### src/rtl/uart_proto_pkg.sv
// Shared UART link protocol definitions: byte tag encoding, payload width and link FSM states.
// The send multiplexer uses the same tag constants, so the two sides always agree on framing.
package uart_proto_pkg;

  localparam int BYTE_W    = 8;
  localparam int TAG_W     = 2;
  localparam int PAYLOAD_W = BYTE_W - TAG_W;

  localparam logic [TAG_W-1:0] TAG_INVALID = 2'b00;
  localparam logic [TAG_W-1:0] TAG_TARGET  = 2'b01;
  localparam logic [TAG_W-1:0] TAG_MACHINE = 2'b10;
  localparam logic [TAG_W-1:0] TAG_STATE   = 2'b11;

  typedef enum logic {
    LINK_DOWN = 1'b0,
    LINK_UP   = 1'b1
  } link_state_t;

  function automatic logic tag_is_valid(input logic [TAG_W-1:0] tag);
    return tag != TAG_INVALID;
  endfunction

endpackage

### src/rtl/link_watchdog.sv
// Host-link watchdog: counts cycles since the last kick and flags expiry on the final count.
// A kick on the expiry cycle masks expiry, so a late-but-valid byte keeps the link up.
module link_watchdog #(
  parameter int TIMEOUT_CYCLES = 4096
) (
  input  logic uart_clk,
  input  logic rst,
  input  logic kick,
  output logic expired
);

  localparam int                CNT_W    = $clog2(TIMEOUT_CYCLES);
  localparam logic [CNT_W-1:0]  CNT_LAST = CNT_W'(TIMEOUT_CYCLES - 1);

  logic [CNT_W-1:0] cnt;

  always_ff @(posedge uart_clk) begin
    if (rst) begin
      cnt <= '0;
    end else if (kick) begin
      cnt <= '0;
    end else if (cnt != CNT_LAST) begin
      cnt <= cnt + CNT_W'(1);
    end
  end

  assign expired = (cnt == CNT_LAST) && !kick;

endmodule

### src/rtl/recv_data_decoder.sv
// Receive-side decoder: routes tagged UART bytes into three feedback registers with change strobes,
// tracks host link health through a watchdog-driven FSM and counts invalid-tag bytes.
module recv_data_decoder
  import uart_proto_pkg::*;
#(
  parameter int TIMEOUT_CYCLES = 4096,
  parameter int ERR_W          = 8
) (
  input  logic                 uart_clk,
  input  logic                 rst,
  input  logic [BYTE_W-1:0]    rx_data,
  input  logic                 rx_valid,
  output logic [PAYLOAD_W-1:0] feedback_target,
  output logic [PAYLOAD_W-1:0] feedback_machine,
  output logic [PAYLOAD_W-1:0] feedback_state,
  output logic                 target_upd,
  output logic                 machine_upd,
  output logic                 state_upd,
  output logic                 link_alive,
  output logic [ERR_W-1:0]     bad_byte_cnt
);

  function automatic logic [ERR_W-1:0] sat_inc(input logic [ERR_W-1:0] v);
    return (&v) ? v : v + ERR_W'(1);
  endfunction

  logic [BYTE_W-1:0]    rx_data_p0;
  logic                 vld_p0;
  logic [TAG_W-1:0]     tag_p0;
  logic [PAYLOAD_W-1:0] payload_p0;
  logic                 kick_p0;
  logic                 resync_p0;
  logic                 load_target_p0;
  logic                 load_machine_p0;
  logic                 load_state_p0;
  logic                 bad_p0;
  logic                 expired;
  link_state_t          state;
  link_state_t          state_nxt;

  // Stage p0: capture the received byte; only its valid flag is reset.
  always_ff @(posedge uart_clk) begin
    if (rst) begin
      vld_p0 <= 1'b0;
    end else begin
      vld_p0 <= rx_valid;
    end
  end

  always_ff @(posedge uart_clk) begin
    rx_data_p0 <= rx_data;
  end

  assign tag_p0     = rx_data_p0[TAG_W-1:0];
  assign payload_p0 = rx_data_p0[BYTE_W-1:TAG_W];
  assign kick_p0    = vld_p0 && tag_is_valid(tag_p0);
  assign bad_p0     = vld_p0 && (tag_p0 == TAG_INVALID);

  // After a link loss every register reloads and strobes, even when the value is unchanged.
  assign resync_p0       = (state == LINK_DOWN);
  assign load_target_p0  = vld_p0 && (tag_p0 == TAG_TARGET)
                           && ((payload_p0 != feedback_target) || resync_p0);
  assign load_machine_p0 = vld_p0 && (tag_p0 == TAG_MACHINE)
                           && ((payload_p0 != feedback_machine) || resync_p0);
  assign load_state_p0   = vld_p0 && (tag_p0 == TAG_STATE)
                           && ((payload_p0 != feedback_state) || resync_p0);

  link_watchdog #(
    .TIMEOUT_CYCLES(TIMEOUT_CYCLES)
  ) u_watchdog (
    .uart_clk(uart_clk),
    .rst     (rst),
    .kick    (kick_p0),
    .expired (expired)
  );

  // Stage p1: feedback registers, change strobes and error counter.
  always_ff @(posedge uart_clk) begin
    if (rst) begin
      feedback_target  <= '0;
      feedback_machine <= '0;
      feedback_state   <= '0;
      target_upd       <= 1'b0;
      machine_upd      <= 1'b0;
      state_upd        <= 1'b0;
      bad_byte_cnt     <= '0;
    end else begin
      target_upd  <= load_target_p0;
      machine_upd <= load_machine_p0;
      state_upd   <= load_state_p0;
      if (load_target_p0) begin
        feedback_target <= payload_p0;
      end
      if (load_machine_p0) begin
        feedback_machine <= payload_p0;
      end
      if (load_state_p0) begin
        feedback_state <= payload_p0;
      end
      if (bad_p0) begin
        bad_byte_cnt <= sat_inc(bad_byte_cnt);
      end
    end
  end

  always_ff @(posedge uart_clk) begin
    if (rst) begin
      state <= LINK_DOWN;
    end else begin
      state <= state_nxt;
    end
  end

  always_comb begin
    state_nxt = state;
    case (state)
      LINK_DOWN: if (kick_p0) state_nxt = LINK_UP;
      LINK_UP:   if (expired) state_nxt = LINK_DOWN;
      default:   state_nxt = LINK_DOWN;
    endcase
  end

  always_comb begin
    link_alive = (state == LINK_UP);
  end

endmodule

### config.mk
export PLATFORM = sky130hd
export DESIGN_NAME = recv_data_decoder
export DESIGN_NICKNAME = d
export VERILOG_FILES = /design/src/rtl/uart_proto_pkg.sv /design/src/rtl/link_watchdog.sv /design/src/rtl/recv_data_decoder.sv
export SDC_FILE = /design/constraint.sdc
export NUM_CORES = 1
export LEC_CHECK = 0
export BUFFER_PORTS_ARGS = -buffer_cell sky130_fd_sc_hd__buf_4
export CAP_MARGIN = 20
export CORE_MARGIN = 1.5
export CORE_UTILIZATION = 35
export CTS_CLUSTER_SIZE = 40
export DETAILED_ROUTE_END_ITERATION = 8
export SETUP_SLACK_MARGIN = 0.05
export SYNTH_ARGS = -nofsm -noshare
export SYNTH_HDL_FRONTEND = slang
export SYNTH_SLANG_ARGS = --single-unit
export TNS_END_PERCENT = 30
### constraint.sdc
create_clock -name uart_clk -period 2.9 [get_ports uart_clk]
set_clock_uncertainty 0.05 [all_clocks]
set_input_delay 0.145 -clock uart_clk [delete_from_list [all_inputs] [get_ports uart_clk]]
set_output_delay 0.145 -clock uart_clk [all_outputs]
set_load 0.1 [all_outputs]
==> metrics.yaml, run 1 <==
std_cell_rows: 28
crit_path_end_kind: "register"
worstPathArrival_ns: 2.14
max_stage_delay_ns: 0.73
grt_pass1_vias: 1540
max_freq_ghz: 0.500
first_pass_iters: 4
drv_slew: 0
cts_max_path_buffers: 2
hold_path_class: "primary input to register"
slew_headroom_pct: 60.6
mostFrequentLayoutCell: "dfxtp_1"
clock-root-buffer: "clkbuf_8"
synth_cell_types: 41
cp_num_buf_inv: 0
cpLargestDelayFamily: "simple AND/OR/NAND/NOR gates"
cp-start-kind: "register"
vias_per_cell: 4.95
port_buffers: 40
cts_sinks: 51
drive_above_1_share_pct: 21.8
stdcell_area_um2: 2780
cts_tree: "done"
wirelength_mm: 4.51
cpMaxStageDelayCell: "or4_1"
grt_pass1_wl_mm: 7.45
wire_per_inst_um: 13.0
final_antenna_net_count: 0
fin_setup_tns_ns: 0
numCtsBuffers: 5
clkTransAtPathRegs_ns: 0.09
die_h_um: 82.7
initial_core_util_pct: 36.9
synth.avg_cell_area_um2: 10.0
gp_congestion: 0.729
cp_cell_sequence: "ha_1 > nand4_4 > or4_1 > a21oi_2 > nor2_1"
postCtsSetupRepairBufs: 0
setup_violations: 0
layout.nets: 283
grt_antenna_before_repair: 0
syn-cell-area_um2: 2220
grt_max_degree: 40
syn_nets: 235
vias: 1711
max_slew.worst_pin.slew_ns: 0.592
drc_errors: 0
core_um2: 6030
ys_warn_count: 0
outcome: "finished, final reports clean"
dp_hpwl_mm: 3.14
ys_ff_latch: 51
die_area_um2: 6840
crit_fanout: 7
required_ns: 3.04
mostFrequentLayoutCells: "dfxtp_1, buf_4, mux2i_1, nor2_1"
p_leak_nw: 1.14
drtIter0Drc: 60
ioPinCount: 41
htreeDepth: 2
min_period_over_period_pct: 69.0
post-route-min-period_ns: 2.00
grtUsageTotal_pct: 14.5
yosysSeqAreaShare_pct: 45.9
synthCells: 222
die_w_um: 82.7
rsz0062_at_grt: "false"
cap_violations: 0
crit_type: "register to register"
report.power.total_mw: 1.40
overflow: 0
ir_worst_vdd_v: 0.000227
dpl_cell_area_um2: 2580
num_antenna_cells: 0
area_growth_pct: 25.1
clock_latency_ns: 0.30
power.density_nw_per_um2: 504
finalHoldViolCount: 0
## power breakdown
part | leakage, nW | total [mW] | internal, mW | switching, mW
sequential | 0.416 | 0.743 | 0.717 | 0.0261
clock | 0.0612 | 0.510 | 0.279 | 0.231
combinational | 0.667 | 0.149 | 0.0554 | 0.0934
total | 1.14 | 1.40 | 1.05 | 0.350
## flip-flops by register name, indices dropped and copies added (netlist names)
name	flops
bad_byte_cnt	8
feedback_machine	6
feedback_state	6
feedback_target	6
link_alive	1
machine_upd	1
rx_data_p0	8
state_upd	1
target_upd	1
u_watchdog.cnt	12
vld_p0	1
## timing repair
action	in CTS	in global routing
hold buffers	8	0
hold endpoints to repair	8	0
gates resized for setup	0	0
## layer usage
layer / routed length (µm) / track usage [%] / up-vias / share of wire [%]
met4: 84 / 7.00 / 0 / 1.9
met5: 0 / 0 / - / 0
met3: 177 / 2.75 / 5 / 3.9
met1: 2310 / 19.9 / 800 / 51
li1: - / - / 870 / -
met2: 1940 / 21.7 / 36 / 43
## cell type report
cell class | instances | area (µm²)
sequential | 51 | 1020
tap | 75 | 93.8
clock buffer | 6 | 82.6
clock inverter | 2 | 35.0
timing repair buffer | 48 | 380
fill | 591 | 3240
multi-input combinational | 160 | 1150
inverter | 4 | 15.0
## metrics by stage
step,utilization (%),instances,setup WS [ns],hold WS (ns)
finish,46.2,346,0.899,0.0255
global route,46.2,346,0.815,0.0479
CTS,46.2,346,0.886,0.0181
detailed placement,42.9,330,0.907,0.201
global placement,42.9,330,0.958,0.200
floorplan,-,222,0.579,0.123
## cells by family after synthesis
group                      after synthesis  share of synthesized area, %
AOI/OAI and AO/OA                       26                          8.22
DFF                                     51                          45.9
xor gates and xnor gates                27                          11.0
muxes                                   20                          9.00
adders and majority gates                2                          1.13
buffers and inverters                   11                          2.19
and+or+nand+nor                         85                          22.6
## worst register-to-register path, cell delays in order, from the launching register on
cell and delay (ns):
dfxtp_1 0.43, ha_1 0.27, nand4_4 0.16, or4_1 0.73, a21oi_2 0.20, nor2_1 0.04
## final timing paths
path,startpoint,to,slack (ns),cells after the start
setup / recovery,u_watchdog.cnt[0],link_alive,0.90,5
hold / removal,rx_valid,vld_p0,0.03,2
setup reg to reg,u_watchdog.cnt[0],link_alive,0.90,5
hold reg to reg,u_watchdog.cnt[1],u_watchdog.cnt[1],0.46,2
## synthesized netlist by cell type
cell | count | area [µm²]
nand4_1 | 7 | 43.8
nand4_4 | 1 | 21.3
inv_1 | 4 | 15.0
a211oi_4 | 1 | 20.0
a21oi_2 | 1 | 8.76
or3_2 | 1 | 7.51
o211ai_1 | 2 | 15.0
and2_1 | 2 | 12.5
o21a_1 | 1 | 7.51
o31ai_1 | 1 | 7.51
o2111ai_2 | 1 | 15.0
clkbuf_1 | 6 | 22.5
and3_1 | 2 | 12.5
and4_4 | 1 | 11.3
ha_1 | 2 | 25.0
xnor2_2 | 1 | 16.3
mux2i_1 | 20 | 200
nor2_1 | 19 | 71.3
nor2b_1 | 2 | 12.5
a21oi_1 | 9 | 45.0
buf_6 | 1 | 11.3
nor4_4 | 1 | 21.3
and4_1 | 1 | 8.76
or3_1 | 3 | 18.8
nand3b_1 | 1 | 7.51
xor2_1 | 10 | 87.6
or4_1 | 1 | 7.51
a211oi_1 | 1 | 7.51
nand2b_1 | 16 | 100
nor3_1 | 4 | 20.0
nand3_1 | 6 | 30.0
o2111ai_1 | 2 | 17.5
xnor2_1 | 16 | 140
or2b_1 | 2 | 15.0
nor3b_2 | 1 | 12.5
nor4_1 | 4 | 25.0
dfxtp_1 | 51 | 1020
or2_2 | 2 | 12.5
a41oi_1 | 1 | 8.76
nand2_1 | 8 | 30.0
o21ai_0 | 6 | 30.0
No activity file was read; power rests on OpenSTA's default activity.
==> run 2: changes to the inputs <==
Clock period 2.9 ns to 1.75 ns, I/O delays scaled along.
==> run 2 against run 1 <==
  * Sequential cell count is the same
  * Sequential share of layout area shrank 0.48 points
  * Die area is the same
  * Fmax grew 21%
  * Largest cell class unchanged
  * First-iteration DRC count shrank 3.3%
  * Clock power grew 70%
  * Final cell count grew 3.5%
==> metrics.yaml, run 2 (synthesis gave the netlist of run 1 again) <==
p_leak_nw: 1.21  # +5.9%
max_slew.worst_pin.slew_ns: 0.421  # -0.171 ns
gp_congestion: 0.743  # +2.0%
power.density_nw_per_um2: 806  # +60%
post-route-min-period_ns: 1.66  # -0.343 ns
regArea_um2: 1060  # +3.7%
rrSetupSlack_ns: 0.09  # -0.81 ns
crit_type: "register to register"
hold_start: "rst"
grt_max_degree: 40  # unchanged
die_area_um2: 6840  # unchanged
num_antenna_cells: 0  # unchanged
drv_slew: 0  # unchanged
intPower_mw: 1.76  # +67%
max_freq_ghz: 0.603  # +21%
mostFrequentLayoutCells: "buf_4, dfxtp_1, mux2i_1, nor2_1, dfxtp_2"
rsz0062_at_grt: "true"
cp-start-kind: "register"
n_fill_cell: 587  # -0.68%
clock-root-buffer: "clkbuf_8"
fin_setup_tns_ns: 0  # unchanged
clkTransAtPathRegs_ns: 0.10  # about the same
pre_cts_ws_ns: -0.0259  # -0.933 ns
top_register: "u_watchdog.cnt"
overflow: 0  # unchanged
reg2reg_to: "link_alive"
port_buffers: 40  # unchanged
die_h_um: 82.7  # unchanged
p_sw_mw: 0.594  # +70%
min_delay_path_depth: 2  # unchanged
dp.cells: 341  # +3.3%
setup_violations: 0  # unchanged
multi_input_area_um2: 1160  # +0.54%
dp_hpwl_mm: 3.15  # +0.31%
vias_per_cell: 4.88  # -1.3%
drtIter0Drc: 58  # -3.3%
largestRegisters: "u_watchdog.cnt (12), bad_byte_cnt (8), rx_data_p0 (8)"
drc_errors: 0  # unchanged
ioPinCount: 41  # unchanged
ir_worst_vdd_v: 0.000459  # +100%
pwr-share-seq_pct: 52.0  # -1.0 points
combinationalPowerShare_pct: 11.2  # +0.6 points
numCtsBuffers: 5  # unchanged
cts_sinks: 51  # unchanged
slew_headroom_pct: 71.9  # +11 points
htreeDepth: 2  # unchanged
cts_max_path_buffers: 2  # unchanged
cts_tree: "done"
wirelength_mm: 4.44  # -1.7%
grt_pass1_wl_mm: 7.09  # -4.7%
die_w_um: 82.7  # unchanged
wire_per_inst_um: 12.4  # -5.0%
initial_core_util_pct: 36.9  # unchanged
crit_path_end_kind: "register"
layout_setup_ws_ns: 0.0911  # -0.807 ns
core_um2: 6030  # unchanged
required_ns: 1.88  # -1.16 ns
clock_latency_ns: 0.30  # about the same
startpoint: "u_watchdog.cnt[1]"
hold_path_end: "feedback_target[4]"
largest_reg_flops: 12  # unchanged
r2r-start: "u_watchdog.cnt[1]"
finalHoldViolCount: 0  # unchanged
worstPathArrival_ns: 1.79  # -0.35 ns
p_clk_share_pct: 36.8  # +0.4 points
std_cell_rows: 28  # unchanged
grt_antenna_before_repair: 0  # unchanged
min_period_over_period_pct: 94.8  # +26 points
r2r_cells: 5  # unchanged
mostFrequentLayoutCell: "buf_4"
drive_above_1_share_pct: 33.2  # +11 points
layout.nets: 295  # +4.2%
sw_frac_of_total_pct: 25.2  # +0.27 points
outcome: "finished, final reports clean"
grtUsageTotal_pct: 13.8  # -0.76 points
final_antenna_net_count: 0  # unchanged
grt_pass1_vias: 1592  # +3.4%
vias: 1748  # +2.2%
layout.cells.non_filler: 358  # +3.5%
hold_path_class: "primary input to register"
first_pass_iters: 4  # unchanged
cap_violations: 0  # unchanged
crit_fanout: 7  # unchanged
area_growth_pct: 31.4
## run 2: changes by cell type in the layout (fill, tap and decap cells not counted), sizes merged
cell and delta:
buf +11, clkinv -1, dlygate4sd3 +1, inv +1
## run 2: worst max-delay path by stage
stage / end / cells past startpoint
floorplan: link_alive / 6
global placement: link_alive / 5
detailed placement: link_alive / 5
CTS: u_watchdog.cnt[3] / 6
global route: link_alive / 5
finish: link_alive / 5
## run 2: what timing repair did
item                                    in CTS  in global routing
endpoints found under the setup margin       3                  6
hold endpoints to repair                     9                  0
pin swaps                                    0                  1
setup buffers                                0                  0
hold buffers                                 9                  0
resized for setup                            1                  0
## run 2: power by group through the flow
stage,registers [mW],logic (mW),clock network (mW)
finish,1.22,0.265,0.866
global route,1.23,0.282,0.933
CTS,1.22,0.267,0.892
detailed placement,1.25,0.250,0
global placement,1.25,0.249,0
floorplan,1.34,0.0910,0
## run 2: metrics by stage
| stage | hold WS (ns) | area [µm²] | utilization (%) | power [mW] |
|---|---|---|---|---|
| floorplan | 0.0652 | 2260 | - | 1.43 |
| global placement | 0.142 | 2710 | 44.9 | 1.50 |
| detailed placement | 0.143 | 2710 | 44.9 | 1.50 |
| CTS | 0.120 | 2920 | 48.5 | 2.38 |
| global route | 0.125 | 2920 | 48.5 | 2.44 |
| finish | 0.126 | 2920 | 48.5 | 2.35 |
## run 2: critical path, cell delays in order (launching register included)
cell and delay [ns]:
dfxtp_1 0.35, ha_2 0.21, nand4_4 0.11, or4_4 0.63, a21oi_2 0.17, nor2_1 0.04
## run 2: layer usage
layer	vias up	GRT usage (%)	part of all wire, %
met5	-	0	0
met4	0	5.00	0.90
met3	2	2.64	3.7
met2	30	22.6	47
met1	822	17.9	49
li1	894	-	-
## run 2: final cells by class
cell class                      instances  area share, %
Inverter                                4          0.514
Sequential cell                        51           36.2
Clock inverter                          2           1.33
Timing Repair Buffer                   60           16.2
Clock buffer                            6           2.83
Multi-Input combinational cell        160           39.7
Tap cell                               75           3.21
==> run 3: changes to the inputs <==
Settings changed: CTS_BUF_LIST set to sky130_fd_sc_hd__clkbuf_16.
==> run 3 against run 2 <==
  * Sequential power barely moved
  * Sequential cell count stayed put
  * Global-route usage is 0.25 points higher
  * Non-clock buffer count is the same
  * Final cell count did not move
  * Register-to-register slack is essentially flat
  * Critical endpoint unchanged
==> metrics.yaml, run 3 (synthesis gave the netlist of run 1 again) <==
fin_setup_tns_ns: 0  # unchanged
drv_slew: 0  # unchanged
core_um2: 6030  # unchanged
setup_violations: 0  # unchanged
grt_antenna_before_repair: 0  # unchanged
slew_headroom_pct: 72.1  # +0.26 points
crit_fanout: 7  # unchanged
drive_above_1_share_pct: 32.9  # -0.35 points
r2r-start: "u_watchdog.cnt[1]"
clkTransAtPathRegs_ns: 0.07  # -0.03 ns
ir_worst_vdd_v: 0.000524  # +14%
drc_errors: 0  # unchanged
rsz0062_at_grt: "true"
overflow: 0  # unchanged
crit_type: "register to register"
clock-root-buffer: "clkbuf_16"
initial_core_util_pct: 36.9  # unchanged
cap_violations: 0  # unchanged
gp_congestion: 0.743  # unchanged
required_ns: 1.87  # about the same
vias: 1736  # -0.69%
die_w_um: 82.7  # unchanged
std_cell_rows: 28  # unchanged
numCtsBuffers: 5  # unchanged
top_register: "u_watchdog.cnt"
min_period_over_period_pct: 94.7  # -0.12 points
cts_tree: "done"
final_antenna_net_count: 0  # unchanged
n_fill_cell: 573  # -2.4%
die_h_um: 82.7  # unchanged
crit_path_end_kind: "register"
stdcell_area_um2: 2970  # +1.6%
rrSetupSlack_ns: 0.09  # about the same
vias_per_cell: 4.85  # -0.69%
wirelength_mm: 4.45  # +0.41%
outcome: "finished, final reports clean"
p_leak_nw: 1.23  # +1.7%
cts_sinks: 51  # unchanged
first_pass_iters: 4  # unchanged
post-route-min-period_ns: 1.66  # -0.00212 ns
drtIter0Drc: 39  # -33%
ioPinCount: 41  # unchanged
area_growth_pct: 33.5
clock_latency_ns: 0.29  # about the same
max_slew.worst_pin.slew_ns: 0.417  # -0.00395 ns
mostFrequentLayoutCell: "buf_4"
finalHoldViolCount: 0  # unchanged
startpoint: "u_watchdog.cnt[1]"
die_area_um2: 6840  # unchanged
cp-start-kind: "register"
power.density_nw_per_um2: 873  # +8.4%
dp_hpwl_mm: 3.15  # unchanged
dpl_cell_area_um2: 2710  # unchanged
grt_max_degree: 40  # unchanged
grtUsageTotal_pct: 14.0  # +0.25 points
largestRegisters: "u_watchdog.cnt (12), bad_byte_cnt (8), rx_data_p0 (8)"
grt_pass1_vias: 1604  # +0.75%
layout.nets: 295  # unchanged
grt_pass1_wl_mm: 7.17  # +1.1%
num_antenna_cells: 0  # unchanged
cts_max_path_buffers: 2  # unchanged
max_freq_ghz: 0.604  # +0.13%
largest_reg_flops: 12  # unchanged
hold_start: "rst"
htreeDepth: 2  # unchanged
hold_path_class: "primary input to register"
port_buffers: 40  # unchanged
mostFrequentLayoutCells: "buf_4, dfxtp_1, mux2i_1, nor2_1, dfxtp_2"
wire_per_inst_um: 12.4  # +0.41%
worstPathArrival_ns: 1.77  # -0.02 ns
-- run 3: cell count changes in the layout (fill, tap and decap cells not counted), sizes merged --
cell / previous run / this run
clkbuf: 6 / 5
clkinv: 0 / 1
-- run 3: final cells by class --
| class | instances | area [µm²] | share of cell area, % |
|---|---|---|---|
| multi-input combinational | 160 | 1160 | 39.1 |
| sequential | 51 | 1060 | 35.7 |
| timing repair buffer | 60 | 473 | 15.9 |
| clock buffer | 5 | 125 | 4.22 |
| tap | 75 | 93.8 | 3.16 |
| clock inverter | 3 | 42.5 | 1.43 |
| inverter | 4 | 15.0 | 0.506 |
-- run 3: power by group --
| part | switching [mW] | internal [mW] | leakage, nW |
|---|---|---|---|
| Sequential | 0.0373 | 1.19 | 0.427 |
| Combinational | 0.161 | 0.103 | 0.723 |
| Clock | 0.428 | 0.675 | 0.0818 |
| Total | 0.626 | 1.96 | 1.23 |
-- run 3: worst paths after layout --
| kind | end | cells after the start |
|---|---|---|
| min reg2reg | bad_byte_cnt[7] | 2 |
| max reg2reg | link_alive | 5 |
| min | link_alive | 2 |
| max | link_alive | 5 |
-- run 3: layer usage --
metal | global-route usage, % | up-vias | share of wire (%)
li1 | - | 894 | -
met1 | 18.0 | 806 | 49
met2 | 22.6 | 30 | 46
met3 | 3.30 | 6 | 3.7
met4 | 5.50 | 0 | 1.7
met5 | 0 | - | 0
-- run 3: what timing repair did --
| item | CTS | global route |
|---|---|---|
| gates resized for setup | 1 | 0 |
| hold buffers | 9 | 0 |
| endpoints found under the setup margin | 3 | 5 |
| buffers inserted | 0 | 0 |
| pin swaps | 0 | 1 |
| endpoints found under the hold margin | 9 | 0 |
-- run 3: stage by stage --
stage | utilization, % | cells | worst slack (ns) | hold slack (ns) | total power, mW
after floorplan | - | 222 | 0.0181 | 0.0652 | 1.43
after global placement | 44.9 | 341 | 0.0154 | 0.142 | 1.50
after detailed placement | 44.9 | 341 | -0.0259 | 0.143 | 1.50
after CTS | 49.3 | 358 | 0.0958 | 0.140 | 2.62
after global routing | 49.3 | 358 | 0.0279 | 0.148 | 2.68
final | 49.3 | 358 | 0.0932 | 0.142 | 2.59
-- run 3: worst max-delay path: stages (launching register included) --
cell	delay (ns)
dfxtp_1	0.34
ha_2	0.21
nand4_4	0.11
or4_4	0.63
a21oi_2	0.17
nor2_1	0.04
